### src/rtl/wormhole_arb_pkg.sv
// Shared types and constants for the wormhole round-robin arbiter family.
// The arbiter state struct is sized for the widest supported port count (16).
package wormhole_arb_pkg;

    localparam int ARB_IDX_MAX_W       = 4;
    localparam int WDOG_CYCLES_DEFAULT = 256;

    function automatic int arb_idx_width(input int num_ports);
        return (num_ports <= 2) ? 1 : $clog2(num_ports);
    endfunction

    typedef struct packed {
        logic                     locked;
        logic [ARB_IDX_MAX_W-1:0] owner;
        logic [ARB_IDX_MAX_W-1:0] rr_ptr;
    } arb_state_t;

    localparam int ARB_STATE_W = $bits(arb_state_t);

endpackage

### src/rtl/rr_pick.sv
// Combinational round-robin picker: first set request bit at or above rr_ptr_i,
// wrapping explicitly at NUM_PORTS so non-power-of-two port counts work.
module rr_pick
    import wormhole_arb_pkg::*;
#(
    parameter int NUM_PORTS = 5,
    parameter int IDX_W     = arb_idx_width(NUM_PORTS)
) (
    input  logic [NUM_PORTS-1:0] request_i,
    input  logic [IDX_W-1:0]     rr_ptr_i,
    output logic [NUM_PORTS-1:0] grant_o,
    output logic [IDX_W-1:0]     idx_o
);

    localparam int PW = IDX_W + 1;

    logic [PW-1:0] pos;
    logic          found;

    always_comb begin
        grant_o = '0;
        idx_o   = '0;
        found   = 1'b0;
        pos     = '0;
        for (int k = 0; k < NUM_PORTS; k++) begin
            pos = {1'b0, rr_ptr_i} + PW'(k);
            if (pos >= PW'(NUM_PORTS)) begin
                pos = pos - PW'(NUM_PORTS);
            end
            if (!found && request_i[pos[IDX_W-1:0]]) begin
                found                     = 1'b1;
                grant_o[pos[IDX_W-1:0]]   = 1'b1;
                idx_o                     = pos[IDX_W-1:0];
            end
        end
    end

endmodule

### src/rtl/wormhole_rr_arbiter.sv
// N-input wormhole round-robin arbiter: grant locks from head to tail flit and
// holds through owner bubbles. Optional lock watchdog: WORMHOLE_RR_ARBITER_WATCHDOG_EN.
module wormhole_rr_arbiter
    import wormhole_arb_pkg::*;
#(
    parameter int NUM_PORTS   = 5,
    parameter int WDOG_CYCLES = WDOG_CYCLES_DEFAULT
) (
    input  logic                                clk,
    input  logic                                rst,
    input  logic [NUM_PORTS-1:0]                request,
    input  logic                                forwarding_head,
    input  logic                                forwarding_tail,
    output logic [NUM_PORTS-1:0]                grant,
    output logic                                grant_valid,
    output logic [arb_idx_width(NUM_PORTS)-1:0] grant_idx,
    output logic                                locked,
    output logic                                wdog_error,
    output logic [ARB_STATE_W-1:0]              dbg_state_o
);

    localparam int IDX_W = arb_idx_width(NUM_PORTS);

    if (NUM_PORTS < 2 || NUM_PORTS > 16 || WDOG_CYCLES < 2) begin : g_bad_param
        $error("wormhole_rr_arbiter: unsupported NUM_PORTS or WDOG_CYCLES");
    end

    arb_state_t           state_q, state_d;
    logic [IDX_W-1:0]     owner, rr_ptr, pick_idx;
    logic [NUM_PORTS-1:0] pick_grant, owner_oh;
    logic                 head_ok, tail_ok;

    assign owner  = state_q.owner[IDX_W-1:0];
    assign rr_ptr = state_q.rr_ptr[IDX_W-1:0];

    rr_pick #(
        .NUM_PORTS (NUM_PORTS),
        .IDX_W     (IDX_W)
    ) u_rr_pick (
        .request_i (request),
        .rr_ptr_i  (rr_ptr),
        .grant_o   (pick_grant),
        .idx_o     (pick_idx)
    );

    always_comb begin
        owner_oh        = '0;
        owner_oh[owner] = 1'b1;
    end

    // While locked only the owner can be granted; its dropped request is a bubble.
    always_comb begin
        if (state_q.locked) begin
            grant_valid = request[owner];
            grant       = owner_oh & request;
            grant_idx   = request[owner] ? owner : '0;
        end else begin
            grant_valid = |request;
            grant       = pick_grant;
            grant_idx   = pick_idx;
        end
    end

    assign head_ok = forwarding_head & grant_valid;
    assign tail_ok = forwarding_tail & grant_valid;

    always_comb begin
        state_d = state_q;
        if (!state_q.locked) begin
            if (head_ok) begin
                state_d.owner  = ARB_IDX_MAX_W'(grant_idx);
                state_d.rr_ptr = (grant_idx == IDX_W'(NUM_PORTS - 1)) ? '0
                                 : ARB_IDX_MAX_W'(grant_idx + IDX_W'(1));
                state_d.locked = ~tail_ok;
            end
        end else if (tail_ok && !head_ok) begin
            state_d.locked = 1'b0;
        end
    end

    always_ff @(posedge clk or negedge rst) begin
        if (!rst) begin
            state_q <= '0;
        end else begin
            state_q <= state_d;
        end
    end

    assign locked      = state_q.locked;
    assign dbg_state_o = state_q;

`ifdef WORMHOLE_RR_ARBITER_WATCHDOG_EN
    localparam int WDOG_W = $clog2(WDOG_CYCLES) + 1;

    logic [WDOG_W-1:0] wdog_cnt_q, wdog_cnt_d;
    logic              wdog_error_q, wdog_error_d;
    logic              wdog_hit;

    // Counter saturates at the limit; the error is sticky and the lock is never broken.
    assign wdog_hit = state_q.locked && (wdog_cnt_q == WDOG_W'(WDOG_CYCLES - 1));

    always_comb begin
        wdog_error_d = wdog_error_q | wdog_hit;
        if (!state_q.locked) begin
            wdog_cnt_d = '0;
        end else if (wdog_hit) begin
            wdog_cnt_d = wdog_cnt_q;
        end else begin
            wdog_cnt_d = wdog_cnt_q + WDOG_W'(1);
        end
    end

    always_ff @(posedge clk or negedge rst) begin
        if (!rst) begin
            wdog_cnt_q   <= '0;
            wdog_error_q <= 1'b0;
        end else begin
            wdog_cnt_q   <= wdog_cnt_d;
            wdog_error_q <= wdog_error_d;
        end
    end

    assign wdog_error = wdog_error_q;
`else
    assign wdog_error = 1'b0;
`endif

`ifndef SYNTHESIS
    a_grant_onehot0: assert property (@(posedge clk) disable iff (!rst)
        $onehot0(grant));
    a_grant_subset: assert property (@(posedge clk) disable iff (!rst)
        (grant & ~request) == '0);
    a_rr_stable_locked: assert property (@(posedge clk) disable iff (!rst)
        state_q.locked |=> $stable(state_q.rr_ptr));
    a_no_head_locked: assert property (@(posedge clk) disable iff (!rst)
        !(state_q.locked && head_ok));
`endif

endmodule

### config.mk
export PLATFORM = sky130hd
export DESIGN_NAME = wormhole_rr_arbiter
export DESIGN_NICKNAME = d
export VERILOG_FILES = /design/src/rtl/wormhole_arb_pkg.sv /design/src/rtl/rr_pick.sv /design/src/rtl/wormhole_rr_arbiter.sv
export SDC_FILE = /design/constraint.sdc
export NUM_CORES = 1
export LEC_CHECK = 0
export ABC_AREA = 1
export CAP_MARGIN = 20
export CORE_MARGIN = 2
export CORE_UTILIZATION = 38
export CTS_CLUSTER_SIZE = 14
export DETAILED_ROUTE_END_ITERATION = 10
export MAX_ROUTING_LAYER = met4
export PLACE_DENSITY = 0.68
export SYNTH_ARGS = -nofsm -noshare
export SYNTH_HDL_FRONTEND = slang
export SYNTH_SLANG_ARGS = --single-unit
### constraint.sdc
create_clock -name clk -period 3.5 [get_ports clk]
set_input_delay 0.35 -clock clk [delete_from_list [all_inputs] [get_ports clk]]
set_output_delay 0.35 -clock clk [all_outputs]
set_load 0.1 [all_outputs]
== Word-level counts from Yosys, hierarchy flattened ==
Cells that the tools add are included.
Word-level totals
  bits of input ports: 9
  bits in registers: 8
  output and inout bits: 20
  word-level logic and storage cells: 109
Cells by class
  add/sub/neg operators: 10
  equal/unequal tests: 1
  bitwise operators: 9
  magnitude comparators: 17
  reduce and logical (&&, ||, !) cells: 18
  muxes and demuxes: 51
Operators by type and width (number)
  two-way mux 3 bit: 12
  two-way mux 5 bit: 6
  less-than comparator 3 x 4 -> 1 bit, second input constant: 6
  OR 5 bit: 4
  two-way mux 1 bit: 19
  binary-select mux 1 bit (select 3 bit): 6
  demux 1 bit (select 3 bit): 6
  >= comparator 3 x 1 -> 1 bit, second input constant: 6
  >= comparator 4 x 3 -> 1 bit, second input constant: 4
  subtractor 3 bit, second input constant: 5
  logical AND 1 bit: 11
  two-way mux 9 bit: 1
  adder 3 x 1 -> 4 bit, second input constant: 2
  adder 3 x 2 -> 4 bit, second input constant: 2
  AND 5 bit: 1
  zero test 1 bit: 5
  OR reduction 5 bit: 1
  adder 3 x 3 -> 4 bit, second input constant: 1
  two-way mux 4 bit: 1
  equality test 3 bit, second input constant: 1
  >= comparator 3 bit, second input constant: 1
  AND 1 bit: 2
  inverter 1 bit: 2
  AND reduction 2 bit: 1

== Longest topological paths before layout ==
Gate-level depths: netlist of the first run.
  depth in word-level cells: 22
  depth in mapped cells: 22
  depth with buffers taken out: 21

== Modules after synthesis ==
A second synthesis of the first run with hierarchy kept.
Second synthesis, totals
  cells, all modules: 308
  area, all modules: 1751.7 sq um
By module, submodules not included
  rr_pick: times used 1, sequential area each 0.0 sq um, cells an instance 218, area an instance 1151.1 sq um
  wormhole_rr_arbiter: times used 1, sequential area each 200.2 sq um, cells an instance 90, area an instance 600.6 sq um

== Least setup slack after synthesis of the first run ==
OpenSTA, ideal clock, no wires.
  path kind: flip-flop to output port
  start: register state_q (netlist bit dbg_state_o[1])
  end: output port grant[3]
  required time: 3.150 ns
  buffers on the path: 0
  stages on the path, launching flop included: 17
  arrival time: 4.639 ns
  slack: -1.489 ns
  path through: dfrtp_1 -> ha_1 -> inv_1 -> fa_1 -> inv_1 -> nand2_2 -> o21ai_0 -> nor2_1 -> o211ai_1 -> nand2_1 -> nor2_1 -> nand3_1 -> nand2_1 -> nor2_1 -> a21oi_2 -> nand2_2 -> inv_1
Between the ends
  longest elaborated chain between the ends: 18
  elaborated cells on any way between the ends: 76
  those cells by class: 9 x add/sub; 15 x order compare; 35 x mux; 4 x bitwise; 13 x reduce/logical
RTL lines
  start, declared: line wormhole_rr_arbiter.sv:28  | arb_state_t state_q, state_d;
  start signal, assigned: line wormhole_rr_arbiter.sv:85  | state_q <= state_d;
  parallel branches: the longest is 16 deep, another holds adder 3 x 1 -> 4 bit
  two-way mux 5 bit (*): line rr_pick.sv:30  | if (!found && request_i[pos[IDX_W-1:0]]) begin
  two-way mux 5 bit (*): line wormhole_rr_arbiter.sv:53  | if (state_q.locked) begin
  end, declared: line wormhole_rr_arbiter.sv:14  | output logic [NUM_PORTS-1:0] grant,
Every way passes the cells marked *. The select of a mux whose other input is x is not followed.

== Worst setup path in the final report of the first run ==
  start: register state_q (netlist bit dbg_state_o[0])
  end: output port grant[3]
The elaborated chain is that of the path after synthesis.

==> key figures, run 1 <==
Worst setup path
  • CP required: around 3.2 ns
  • Slowest CP cell: fa_2
  • Critical path arrival: between 3 and 4 ns
  • Worst setup EP type: output pin
  • CP Cell Sequence: inv_8 > ha_4 > inv_2 > fa_2 > inv_2 > a21oi_4 > nor2_2 > o211ai_1 > inv_1 > nor2_4 > nand3_1 > nand3_1 > nor2_2 > nor2_4 > nand2_4 > clkinvlp_4 > buf_12
  • Slowest stage delay, CP: between 0.5 and 0.6 ns
  • Worst setup SP type: flop
  • Crit-path max FO: 5
  • Critical path class: reg2out

Job
  • Max_cap viols: 0

Drt
  • 1st-pass router iterations: 4
  • Final WL: roughly 4900 um
  • WL/cell: between 10 and 15 um
  • Vias/cell: slightly above 5
  • Routed Antenna Nets: 0
  • Drt drc: 0
  • Vias: ~1,800
  • First DRT Iteration DRCs: between 90 and 100

STA
  • Relative slew slack: 35.1%
  • Setup tns final: 0 ns
  • RSZ-0062 raised after global routing: yes
  • Slew Viols, Final: 0
  • Hold Violations, Final: 0
  • Setup-failing EPs final: 0
  • Max Freq: 0.291 GHz
  • Fin worst setup slack: 0.0665 ns
  • Tcrit/Tclk final: 98.1%
  • Hold Slack: approximately 0.4 ns
  • Worst-Margin Slew: around 0.97 ns
  • Final worst path period need: about 3.4 ns
  • Max Clock Skew: 0.000656 ns

Yosys
  • Yosys cell types: 34
  • Cells after Synth: around 270
  • Synth warn: 0
  • Mapped cell area: ~1600 sq um
  • Syn_area_per_cell: ~5.7 sq um
  • FF+latch count, synth: 8
  • Sequential fraction of the synthesis area: 12.8%

Die
  • Chip Height: roughly 70 um
  • Row count: 23
  • Die Wd: about 68 um
  • Starting Density: approximately two fifths
  • Placeable Area: approximately 4000 sq um
  • I/O pin cnt: 29
  • Die area: around 4700 sq um

Layout
  • Final #Nets: roughly 330
  • Commonest non-fill, non-tap cells in the layout: nand2_1 (91), inv_1 (28), nand3_1 (27)
  • Sequential Area: 209 sq um
  • Layout area overhead: 42.9%
  • Ant diodes: 0
  • Commonest non-fill, non-tap cell in the layout: nand2_1
  • Fillers: a little over 400
  • Multi-input logic area: 1330 sq um
  • Share of layout cells above drive strength 1: 27.1%

CTS
  • Clk Latency, worst-skew pair: ~0.22 ns
  • Reg clk slew, reported paths: 0.04 ns
  • Clock Root Buffer: clkbuf_8
  • Clock tree buffer depth: 2
  • CTS Hold Buffers Added: 0
  • Cts bufs inserted: 3
  • CTS tree: done
  • CTS sink cnt: 8
  • CTS H-tree depth: 1

Placed design
  • Port bufs: 26
  • RD Place Congestion: 0.919
  • Pre-CTS setup slack: 0.221 ns
  • Post-DP HPWL: 3700 um

Global routing
  • Initial antenna violation count: 0
  • Vias in the first global route: 1,726
  • Pin count of the biggest net entering global routing: 14
  • Global-route wire length before repair: roughly 7900 um
  • GRT Overall Usage: around 23%
  • Grt ovf: 0

Outcome
  • Status: finished, final reports clean

Min path
  • Worst hold path class: in2async
per-stage QoR:
step | cell area, sq um | utilization (%) | std cells
detailed placement | 2030 | 51.0 | 345
global placement | 2030 | 51.0 | 345
global route | 2240 | 56.4 | 360
finish | 2240 | 56.4 | 360
floorplan | 1670 | - | 275
CTS | 2070 | 52.2 | 349
path summary, 6_finish.rpt:
path	startpoint	endpoint	slack [ns]	cells after the start
max in group asynchronous	rst	dbg_state_o[0]	2.80	1
min reg2reg	dbg_state_o[3]	dbg_state_o[3]	0.47	2
min	rst	dbg_state_o[6]	0.40	1
max	dbg_state_o[0]	grant[3]	0.07	17
max reg2reg	dbg_state_o[0]	dbg_state_o[1]	0.54	18
min in group clk	dbg_state_o[3]	dbg_state_o[3]	0.47	2
timing repair:
action                     in CTS  in global routing
resized for setup               1                 22
buffers inserted                0                 11
setup endpoints to repair       1                  8
pin swaps                       0                 14
flip-flops by register name, indices dropped and copies added (netlist names):
| signal | flops |
|---|---|
| dbg_state_o | 7 |
| locked | 1 |
cell type report:
| class | instances | area share (%) |
|---|---|---|
| clock buffer | 4 | 2.01 |
| inverter | 40 | 7.32 |
| timing repair buffer | 38 | 19.1 |
| tap | 50 | 2.79 |
| sequential | 8 | 9.33 |
| multi-input combinational | 220 | 59.4 |
Yosys cell counts, drive strengths merged:
cell type,n,area [sq um]
nand3,33,198
o21ai,16,91.3
o22ai,1,6.26
nor4,1,6.26
conb,1,3.75
inv,40,153
nand3b,1,7.51
buf,4,33.8
o211ai,2,15.0
clkbuf,3,11.3
xor2,6,67.6
a21boi,1,7.51
mux2,1,11.3
dfrtp,8,200
nor2,26,120
ha,8,100
nor3,5,25.0
nand2,101,397
fa,1,20.0
o2111ai,1,8.76
a21oi,6,33.8
nand4,8,50.1
per-layer routing:
layer	part of all wire [%]	up-vias	track usage, %
met1	43	812	28.2
met3	4.6	10	1.97
met4	2.3	0	5.50
met2	50	61	40.0
li1	-	939	-
met5	0	-	-
worst max-delay path, delay by kind of cell (launching register included):
family                   cells  cell delay [ns]
AO/OA/AOI/OAI                2             0.37
adder cells (fa/ha/maj)      2             0.64
buffers and inverters        6             0.54
flip-flops                   1             0.50
AND/OR/NAND/NOR              7             0.80
kinds of logic (layout without fill, tap and decap cells):
logic type,count (synthesis),after routing,synth area share (%)
fa+ha+maj,9,9,7.67
buf+inv,47,82,12.6
compound gates,27,27,10.4
flops,8,8,12.8
mux,1,1,0.719
xor+xnor,6,6,4.31
other cells,1,2,0.239
simple gates,175,175,51.3
Power of run 1 is not shown: default switching activity piles up to over one toggle a cycle in this logic, so the estimate is an artifact.
==> run 2, diff against run 1 <==
--- a/config.mk
+++ b/config.mk
@@ -12,7 +12,7 @@
 export CTS_CLUSTER_SIZE = 14
 export DETAILED_ROUTE_END_ITERATION = 10
 export MAX_ROUTING_LAYER = met4
-export PLACE_DENSITY = 0.68
+export SETUP_SLACK_MARGIN = 0.4
 export SYNTH_ARGS = -nofsm -noshare
 export SYNTH_HDL_FRONTEND = slang
 export SYNTH_SLANG_ARGS = --single-unit
==> key figures, run 2 (synthesis gave the netlist of run 1 again) <==
Drt
  • First DRT Iteration DRCs: between 100 and 150
  • Routed Antenna Nets: 0
  • Vias: about 1,900
  • 1st-pass router iterations: 4
  • Final WL: about 5300 um
  • Routed wl met2: between 2000 and 3000 um
  • Top sig layer: met4
  • M1 WL: between 2000 and 2500 um
  • WL/cell: 14.4 um
  • Drt drc: 0
  • Met3 wire length: 260 um
  • Vias/cell: between 5 and 6

Layout
  • Layout area overhead: 58.1%
  • Largest register FFs: 7
  • Final #Nets: between 300 and 400
  • Sequential Area: about 210 sq um
  • Ant diodes: 0
  • Share of layout cells above drive strength 1: a little over a third
  • Multi-input logic area: ~1500 sq um
  • Fillers: 368
  • Commonest non-fill, non-tap cell in the layout: nand2_1
  • Commonest non-fill, non-tap cells in the layout: nand2_1 (82), inv_1 (26), nand3_1 (26)

STA
  • Max Freq: about 0.29 GHz
  • Setup-failing EPs final: 0
  • Worst-Margin Slew: between 0.9 and 1 ns
  • Fin worst setup slack: 0.0278 ns
  • Final worst path period need: 3.47 ns
  • Slew Viols, Final: 0
  • RSZ-0062 raised after global routing: yes
  • Relative slew slack: roughly a third
  • Tcrit/Tclk final: 99.2%
  • Hold Violations, Final: 0
  • Max Clock Skew: 0.00516 ns

Worst setup path
  • CP Cell Sequence: inv_8 > ha_4 > inv_2 > fa_2 > inv_2 > nand2_8 > xor2_4 > o211ai_1 > nand2_1 > nor2_4 > nand3_1 > nand3_2 > nor2_2 > nor2_4 > nand2_4 > clkinvlp_4 > buf_12
  • Worst setup EP type: output pin
  • FF-to-FF End: dbg_state_o[1]
  • Slowest CP cell: dfrtp_4
  • Worst R2R Start: dbg_state_o[0]
  • Flop2flop setup slack: 0.52 ns
  • Crit-path max FO: 5
  • Critical path class: reg2out
  • Worst setup SP type: flop
  • Slowest stage delay, CP: 0.51 ns
  • Critical path arrival: about 3.1 ns
  • CP required: 3.15 ns
  • Worst R2R Path Depth: 19

Placed design
  • Pre-CTS setup slack: 0.239 ns
  • RD Place Congestion: around 0.93
  • Post-DP HPWL: approximately 4000 um
  • Port bufs: 26

Outcome
  • Status: finished, final reports clean

CTS
  • Clock Root Buffer: clkbuf_8
  • CTS sink cnt: 8
  • Reg clk slew, reported paths: 0.04 ns
  • Cts bufs inserted: 3
  • Clock tree buffer depth: 2
  • CTS H-tree depth: 1
  • Clk Latency, worst-skew pair: about 0.23 ns
  • CTS Hold Buffers Added: 0
  • CTS tree: done

Die
  • Row count: 23
  • Die area: around 4700 sq um
  • Die Wd: roughly 68 um
  • Starting Density: between 30% and 40%
  • Chip Height: between 60 and 70 um
  • Placeable Area: between 3000 and 4000 sq um
  • I/O pin cnt: 29

Global routing
  • GRT Overall Usage: 24.6%
  • Pin count of the biggest net entering global routing: 14
  • Global-route wire length before repair: between 8000 and 9000 um
  • Vias in the first global route: 1,822
  • Grt ovf: 0
  • Initial antenna violation count: 0

Job
  • Max_cap viols: 0

Min path
  • Worst hold path class: in2async
-- run 2: cell types whose count changed in the layout (fill, tap and decap cells not counted), moves of 3 or more --
cell / delta
nand2_1: -9
nand2_2: +7
buf_4: +4
ha_1: -3
ha_2: +3
nor2_1: -3
o21ai_2: -3
o21ai_4: +3
-- run 2: per-stage QoR --
step	utilization, %	hold WS (ns)	std cells	cell area [sq um]	setup TNS [ns]
finish	62.4	0.397	367	2480	0
global route	62.4	0.430	367	2480	-0.299
CTS	58.9	0.413	363	2340	0
detailed placement	52.3	0.458	347	2080	0
global placement	52.3	0.454	347	2080	0
floorplan	-	0.0544	275	1700	-0.448
-- run 2: worst max-delay path by stage --
stage	start	to	slack, ns	depth (start not counted)
2_1_floorplan	dbg_state_o[0]	grant[3]	-0.37	17
3_3_place_gp	dbg_state_o[1]	grant[0]	0.25	20
3_5_place_dp	dbg_state_o[0]	grant[0]	0.24	20
4_1_cts	dbg_state_o[0]	grant[4]	0.15	17
5_1_grt	dbg_state_o[0]	grant[3]	-0.1	17
6_report	dbg_state_o[0]	grant[3]	0.03	17
-- run 2: layout make-up --
type                            instances  share of cell area [%]
Sequential cell                         8                    8.44
Timing Repair Buffer                   45                    20.2
Clock buffer                            4                    1.82
Inverter                               40                    6.82
Tap cell                               50                    2.53
Multi-Input combinational cell        220                    60.2
-- run 2: routing by layer --
layer	up-vias	global-route usage (%)
met1	863	28.5
met2	75	43.7
met5	-	-
met4	0	10.0
met3	15	1.97
li1	960	-
-- run 2: what timing repair did --
action	in CTS	in global routing
setup buffers	12	4
pin swaps	15	12
resized for setup	24	27
endpoints found under the setup margin	8	8
-- run 2: critical path, delay by kind of cell (launching register included) --
kind | cells | cell delay [ns]
adders and majority gates | 2 | 0.47
and+or+nand+nor | 8 | 0.96
AOI/OAI and AO/OA | 1 | 0.29
DFF | 1 | 0.51
buffers and inverters | 5 | 0.45
xor gates and xnor gates | 1 | 0.18
Power of run 2 is left out for the same reason.
==> run 3, diff against run 2 <==
--- a/config.mk
+++ b/config.mk
@@ -7,7 +7,6 @@
 export LEC_CHECK = 0
 export ABC_AREA = 1
 export CAP_MARGIN = 20
-export CORE_MARGIN = 2
 export CORE_UTILIZATION = 38
 export CTS_CLUSTER_SIZE = 14
 export DETAILED_ROUTE_END_ITERATION = 10
==> key figures, run 3 (synthesis gave the netlist of run 1 again) <==
Layout
  • Finished Layout Cells: around 360
  • Fillers: ~340
  • Share of layout cells above drive strength 1: 35.5%
  • Layout area overhead: 56.0%
  • Commonest non-fill, non-tap cell in the layout: nand2_1
  • Commonest non-fill, non-tap cells in the layout: nand2_1 (81), inv_1 (26), nand3_1 (23)
  • Largest register FFs: 7
  • Final #Nets: 332
  • Ant diodes: 0
  • Sequential Area: ~210 sq um
  • Multi-input logic area: ~1500 sq um
  • Util after Layout: 64.3%

Placed design
  • RD Place Congestion: just over 0.9
  • Post-DP HPWL: ~3800 um
  • Dpl cells: about 340
  • Port bufs: 26

Worst setup path
  • Critical path arrival: about 3 ns
  • Critical path class: reg2out
  • Worst R2R Start: dbg_state_o[0]
  • Worst setup EP type: output pin
  • FF-to-FF End: dbg_state_o[1]
  • Crit-path max FO: 5
  • CP required: approximately 3.2 ns
  • Worst R2R Path Depth: 21
  • Flop2flop setup slack: 0.47 ns
  • Worst setup SP type: flop

STA
  • Max Clock Skew: 0.00701 ns
  • Final worst path period need: 3.36 ns
  • Hold Violations, Final: 0
  • Slew Viols, Final: 0
  • Setup-failing EPs final: 0
  • RSZ-0062 raised after global routing: yes
  • Relative slew slack: about 34%
  • Max Freq: about 0.30 GHz
  • Tcrit/Tclk final: between 90% and 100%
  • Worst-Margin Slew: 0.984 ns

Job
  • Max_cap viols: 0

CTS
  • CTS tree: done
  • Clk Latency, worst-skew pair: 0.23 ns
  • CTS H-tree depth: 1
  • Clock tree buffer depth: 2
  • CTS Hold Buffers Added: 0
  • Cts bufs inserted: 3
  • Reg clk slew, reported paths: approximately 0.040 ns
  • Clock Root Buffer: clkbuf_8
  • CTS sink cnt: 8

Drt
  • 1st-pass router iterations: 4
  • Vias: between 1,500 and 2,000
  • M1 WL: roughly 2000 um
  • Top sig layer: met4
  • Routed Antenna Nets: 0
  • Met3 wire length: ~170 um
  • Routed wl met2: roughly 2400 um
  • Drt drc: 0
  • First DRT Iteration DRCs: 81
  • Final WL: 4770 um
  • WL/cell: ~13 um
  • Vias/cell: ~5.2

Global routing
  • Global-route wire length before repair: between 8000 and 9000 um
  • Initial antenna violation count: 0
  • Grt ovf: 0
  • GRT Overall Usage: 24.6%
  • Vias in the first global route: around 1,900
  • Pin count of the biggest net entering global routing: 14

Die
  • Chip Height: around 66 um
  • Die area: 4380 sq um
  • Starting Density: 41.2%
  • Placeable Area: ~3800 sq um
  • Die Wd: about 66 um
  • Row count: 22
  • I/O pin cnt: 29

Min path
  • Worst hold path class: in2async

Outcome
  • Status: finished, final reports clean
## run 3: changes by cell type in the layout (fill, tap and decap cells not counted), sizes merged
cell | before | now
buf | 28 | 24
## run 3: worst max-delay path by stage
| stage | from | to | slack, ns | cells after the start |
|---|---|---|---|---|
| 3_3_place_gp | dbg_state_o[1] | grant[3] | 0.32 | 17 |
| 2_1_floorplan | dbg_state_o[0] | grant[3] | -0.37 | 17 |
| 6_report | dbg_state_o[0] | grant[0] | 0.14 | 18 |
| 4_1_cts | dbg_state_o[0] | grant[0] | 0.18 | 20 |
| 5_1_grt | dbg_state_o[0] | grant[0] | -0.02 | 18 |
| 3_5_place_dp | dbg_state_o[1] | grant[3] | 0.29 | 17 |
## run 3: cell type report
class / count / area share (%)
well taps: 48 / 2.46
clock buffers: 4 / 1.84
inverters: 40 / 6.91
flip-flops and latches: 8 / 8.55
multi-input cells: 220 / 60.4
repair buffers: 41 / 19.9
## run 3: repair_timing
action / 4_1_cts / 5_1_grt
setup buffers: 11 / 2
resized for setup: 27 / 27
endpoints found under the setup margin: 8 / 11
cloned: 0 / 0
pin swaps: 19 / 19
## run 3: stage by stage
stage	hold WS, ns	setup TNS, ns	cell area (sq um)	worst slack [ns]
5_1_grt	0.430	-0.0311	2440	-0.0155
3_3_place_gp	0.451	0	2070	0.320
3_5_place_dp	0.456	0	2070	0.291
6_report	0.396	0	2440	0.142
2_1_floorplan	0.0544	-0.448	1700	-0.367
4_1_cts	0.405	0	2340	0.184
## run 3: routing by layer
metal / vias up / track usage [%]
li1: 946 / -
met1: 856 / 27.4
met2: 58 / 45.4
met3: 18 / 0.862
met4: 0 / 10.6
met5: - / -
## run 3: critical path, stage by stage (launching register included)
cell and delay (ns):
dfrtp_4 0.51, inv_8 0.08, ha_4 0.13, inv_2 0.03, fa_2 0.52, inv_2 0.04
a21oi_4 0.21, nor2_1 0.07, o211ai_1 0.13, inv_1 0.11, nor2_4 0.20, nor3_2 0.06
nand2_1 0.07, nor2_2 0.04, nand2_1 0.10, o2111ai_2 0.13, nand2_2 0.14, nand2_8 0.05
buf_12 0.16
Power of run 3 is left out for the same reason.
==> edit 1, RTL diff (config.mk and constraints of run 2) <==
`ARB_IDX_MAX_W`: 4 -> 5.
--- a/src/rtl/wormhole_arb_pkg.sv
+++ b/src/rtl/wormhole_arb_pkg.sv
@@ -3,5 +3,5 @@
 package wormhole_arb_pkg;
 
-    localparam int ARB_IDX_MAX_W       = 4;
+    localparam int ARB_IDX_MAX_W       = 5;
     localparam int WDOG_CYCLES_DEFAULT = 256;
 
Ports: changed (resized dbg_state_o); port bits go from 29 to 31. No check against the original RTL was run, so the function may have changed too.
==> edit 1 against run 2 <==
- fmax increased by 0.94%
- sequential cell count is the same
- count of clock-buffer cells in the layout stayed put
- routed wire length shrank 9.2%
- cell area grew 0.96%
- global-route usage is 3.5 points lower
- worst setup slack improved by 32 ps
- synthesized area rose by 2.6%
- highest routed layer unchanged
Power is left out: the tool's default activity adds up to more than one toggle a clock period on the data nets, which glitch-free logic cannot reach.
==> edit 1: results <==
[final_layout]
layout.filler_cells = 385
multi_input_gates = 225
nNonClkInverters = 38
portion_of_the_layout_cell_area_used_by_non_clock_buffers_pct = 21.42
num_antenna_cells = 0
num-nonclk-buffers = 46
multi_input_logic_portion_of_the_cell_area_pct = 59.46
core_utilization_of_the_finished_layout_pct = 62.05
layout-drive-gt1-share_pct = 34.58

[drt]
routed_via_density = 5.035
wl_per_cell_um = 12.96
dr_wl_met2_um = 2391
route.layer.met1.wl_um = 2177
route.final.wire_length_um = 4808
dr.first_iter.drc_count = 62

[synthesis]
post_synth_most_frequent_cells = "sky130_fd_sc_hd__nand2_1, sky130_fd_sc_hd__inv_1, sky130_fd_sc_hd__nand3_1, sky130_fd_sc_hd__nor2_1, sky130_fd_sc_hd__o21ai_0"
yosys.area_share.xor_xnor_pct = 4.206
synthMuxAreaShare_pct = 0.7009
synthesis.instances = 278
ys_seq_area_share_pct = 12.46
netlist_top_cells_area = "sky130_fd_sc_hd__nand2_1, sky130_fd_sc_hd__dfrtp_1, sky130_fd_sc_hd__nand3_1"

[grt]
gr-usage-met2_pct = 36.43
grt.met3_usage_pct = 1.608
grt_pass1_wl_um = 8342
grt.met1_usage_pct = 26.72

[placement]
dpl-instance-area_um2 = 2081
pre_cts_slack_ps = 83.67
dp.cells = 348
hpwlAfterDp_um = 3670
gp_routability_congestion = 0.9080

[run_status]
run_status = "finished clean"

[sta]
finalClockSkew_ps = 3.663
relative_slew_margins_pct = 35.21
## edit 1: cell count changes in the layout (fill, tap and decap cells not counted), sizes merged, moves of 2 or more
cell	before	now
o211ai	2	0
conb	2	4
o21ai	16	19
nand3	33	31
inv	37	35
## edit 1: timing repair
action / CTS / global route
setup endpoints to repair: 8 / 10
buffers inserted: 13 / 6
resized for setup: 25 / 25
pin swaps: 17 / 10
## edit 1: path summary, 6_finish.rpt
kind	endpoint	slack (ps)	cells past startpoint
max in group asynchronous	dbg_state_o[1]$_DFFE_PN0P_	2810	1
min in group clk	dbg_state_o[3]$_DFFE_PN0P_	490	2
worst min register to register	dbg_state_o[3]$_DFFE_PN0P_	490	2
worst max register to register	dbg_state_o[1]$_DFFE_PN0P_	560	20
worst max-delay path	grant[2]	60	18
worst min-delay path	dbg_state_o[0]$_DFFE_PN0P_	400	1
==> edit 2, RTL diff (flow settings as in run 2) <==
Without the edit above. Put one more register stage on the output `dbg_state_o`, with the module's reset. The value now appears one clock later. The other outputs are not delayed to match.
--- a/src/rtl/wormhole_rr_arbiter.sv
+++ b/src/rtl/wormhole_rr_arbiter.sv
@@ -88,5 +88,11 @@
 
     assign locked      = state_q.locked;
-    assign dbg_state_o = state_q;
+    always_ff @(posedge clk or negedge rst) begin
+        if (!rst) begin
+            dbg_state_o <= '0;
+        end else begin
+            dbg_state_o <= state_q;
+        end
+    end
 
 `ifdef WORMHOLE_RR_ARBITER_WATCHDOG_EN
Check against the original RTL: not equivalent (Yosys sat finds a counterexample within 4 cycles, from zero or initial values and one cycle with rst low).
==> edit 2 against run 2 <==
- clock skew is 4.0 ps lower
- sequential cell count is 8 higher
- cell area is 15% higher
- synthesized area is 16% higher
- first-iteration DRC count is 41% higher
- routed wire length is 10% higher
- worst setup slack better by 59 ps
- cell count is 11% higher
Power is left out: the tool's default activity adds up to more than one toggle a clock period on the data nets, which glitch-free logic cannot reach.
==> edit 2: results <==
[final_layout]
nets = 374
flip_flop_count_of_the_largest_register_after_layout = 8
regMostFlops = "dbg_state_o"
layout-drive-gt1-share_pct = 41.24
num_antenna_cells = 0
layout.filler_cells = 428

[run_status]
run_status = "finished clean"

[cts]
clk_path_buf_depth = 2
clk_latency_ps = 240
cts_inserted_buffers = 3
h_tree_levels = 1
cts.root.buffer_cell = "sky130_fd_sc_hd__clkbuf_8"
clk_pin_slew_ps = 60

[critical_path]
reg2reg_slack_ps = 460
critPathArrivalTime_ps = 3060
crit_reg_reg_startpoint = "rr_ptr[0]$_DFFE_PN0P_"
crit_path_top_delay_cell = "sky130_fd_sc_hd__fa_2"
critical_path.max_stage_delay_ps = 560
worstReg2RegEnd = "rr_ptr[0]$_DFFE_PN0P_"
critPathMaxFanout = 4
worst_r2r_path_depth = 20

[synthesis]
yosysWarningCount = 0
post_synth_most_frequent_cells = "sky130_fd_sc_hd__nand2_1, sky130_fd_sc_hd__inv_1, sky130_fd_sc_hd__nand3_1, sky130_fd_sc_hd__nor2_1, sky130_fd_sc_hd__dfrtp_1"
netlist_top_cells_area = "sky130_fd_sc_hd__dfrtp_1, sky130_fd_sc_hd__nand2_1, sky130_fd_sc_hd__nand3_1"
ys_seq_area_share_pct = 21.95
synth.lib_cells_used.distinct = 33
prevailing_post_synth_register_cell = "sky130_fd_sc_hd__dfrtp_1"
async_reset_ff_share_pct = 100.0

[sta]
finalClockSkew_ps = 1.142
tightest_slew_ps = 972.0
hold_slack_ps = 381.6

[grt]
grt_pass1_wl_um = 9411
number_of_antenna_violations_at_the_first_check_in_global_routing = 0
via_count_of_the_first_global_routing_pass = 2083
overall_routing_resource_usage_pct = 23.02
grt_max_degree = 17

[drt]
via_count = 2127
dr.first_iter.drc_count = 175
route.final.wire_length_um = 5851
drt_first_pass_iters = 4

[placement]
hpwlAfterDp_um = 4030
gp_routability_congestion = 0.9643
dpl-instance-area_um2 = 2292
buffers_on_ports = 26

[hold_path]
min_path_cells = 0
holdCritStartpoint = "state_q[3]$_DFFE_PN0P_"
min_delay_worst_endpoint = "dbg_state_o[3]$_DFF_PN0_"
worstHoldPathType = "reg2reg"
[edit 2: worst max-delay path by stage]
stage | startpoint | end | cells after the start
floorplan | rr_ptr[0]$_DFFE_PN0P_ | grant[4] | 19
global placement | rr_ptr[2]$_DFFE_PN0P_ | grant[2] | 21
detailed placement | rr_ptr[2]$_DFFE_PN0P_ | grant[2] | 18
CTS | rr_ptr[0]$_DFFE_PN0P_ | grant[2] | 22
global route | rr_ptr[0]$_DFFE_PN0P_ | grant[2] | 19
finish | rr_ptr[0]$_DFFE_PN0P_ | grant[2] | 19
[edit 2: cells by family after synthesis]
| family | Yosys count | share of synthesized area (%) |
|---|---|---|
| AO/OA/AOI/OAI | 33 | 10.77 |
| XOR/XNOR | 1 | 0.4802 |
| adder cells (fa/ha/maj) | 10 | 7.270 |
| buffers and inverters | 47 | 10.29 |
| flip-flops | 16 | 21.95 |
| other | 1 | 0.2056 |
| AND/OR/NAND/NOR | 184 | 49.04 |
[edit 2: repair_timing]
item	4_1_cts	5_1_grt
pin swaps	20	29
resized for setup	26	45
setup endpoints to repair	8	10
buffers inserted	18	14
[edit 2: per-stage QoR]
| step | worst slack, ps | instances |
|---|---|---|
| finish | 86.46 | 408 |
| global route | -96.81 | 408 |
| floorplan | 236.8 | 293 |
| CTS | 99.05 | 394 |
| detailed placement | 164.4 | 372 |
| global placement | 173.0 | 372 |
[edit 2: area by class of cell]
cell class	count	area, um^2	share of cell area (%)
Clock buffer	4	55.05	1.933
Inverter	42	190.2	6.678
Multi-Input combinational cell	230	1513	53.12
Sequential cell	16	402.9	14.15
Tap cell	54	67.56	2.373
Timing Repair Buffer	62	619.3	21.75
[edit 2: per-layer routing]
metal	vias up	routed length (um)	GRT usage (%)
met1	988	2612	29.45
met5	-	0	-
met4	0	59	4.733
met3	8	210	1.509
met2	63	2968	40.04
li1	1068	-	-
[edit 2: worst max-delay path: cells and delay by family (launching register included)]
kind / cells / cell delay, ps
adder cells (fa/ha/maj): 2 / 700
flip-flops: 1 / 400
buffers and inverters: 7 / 640
AND/OR/NAND/NOR: 9 / 820
AO/OA/AOI/OAI: 1 / 260
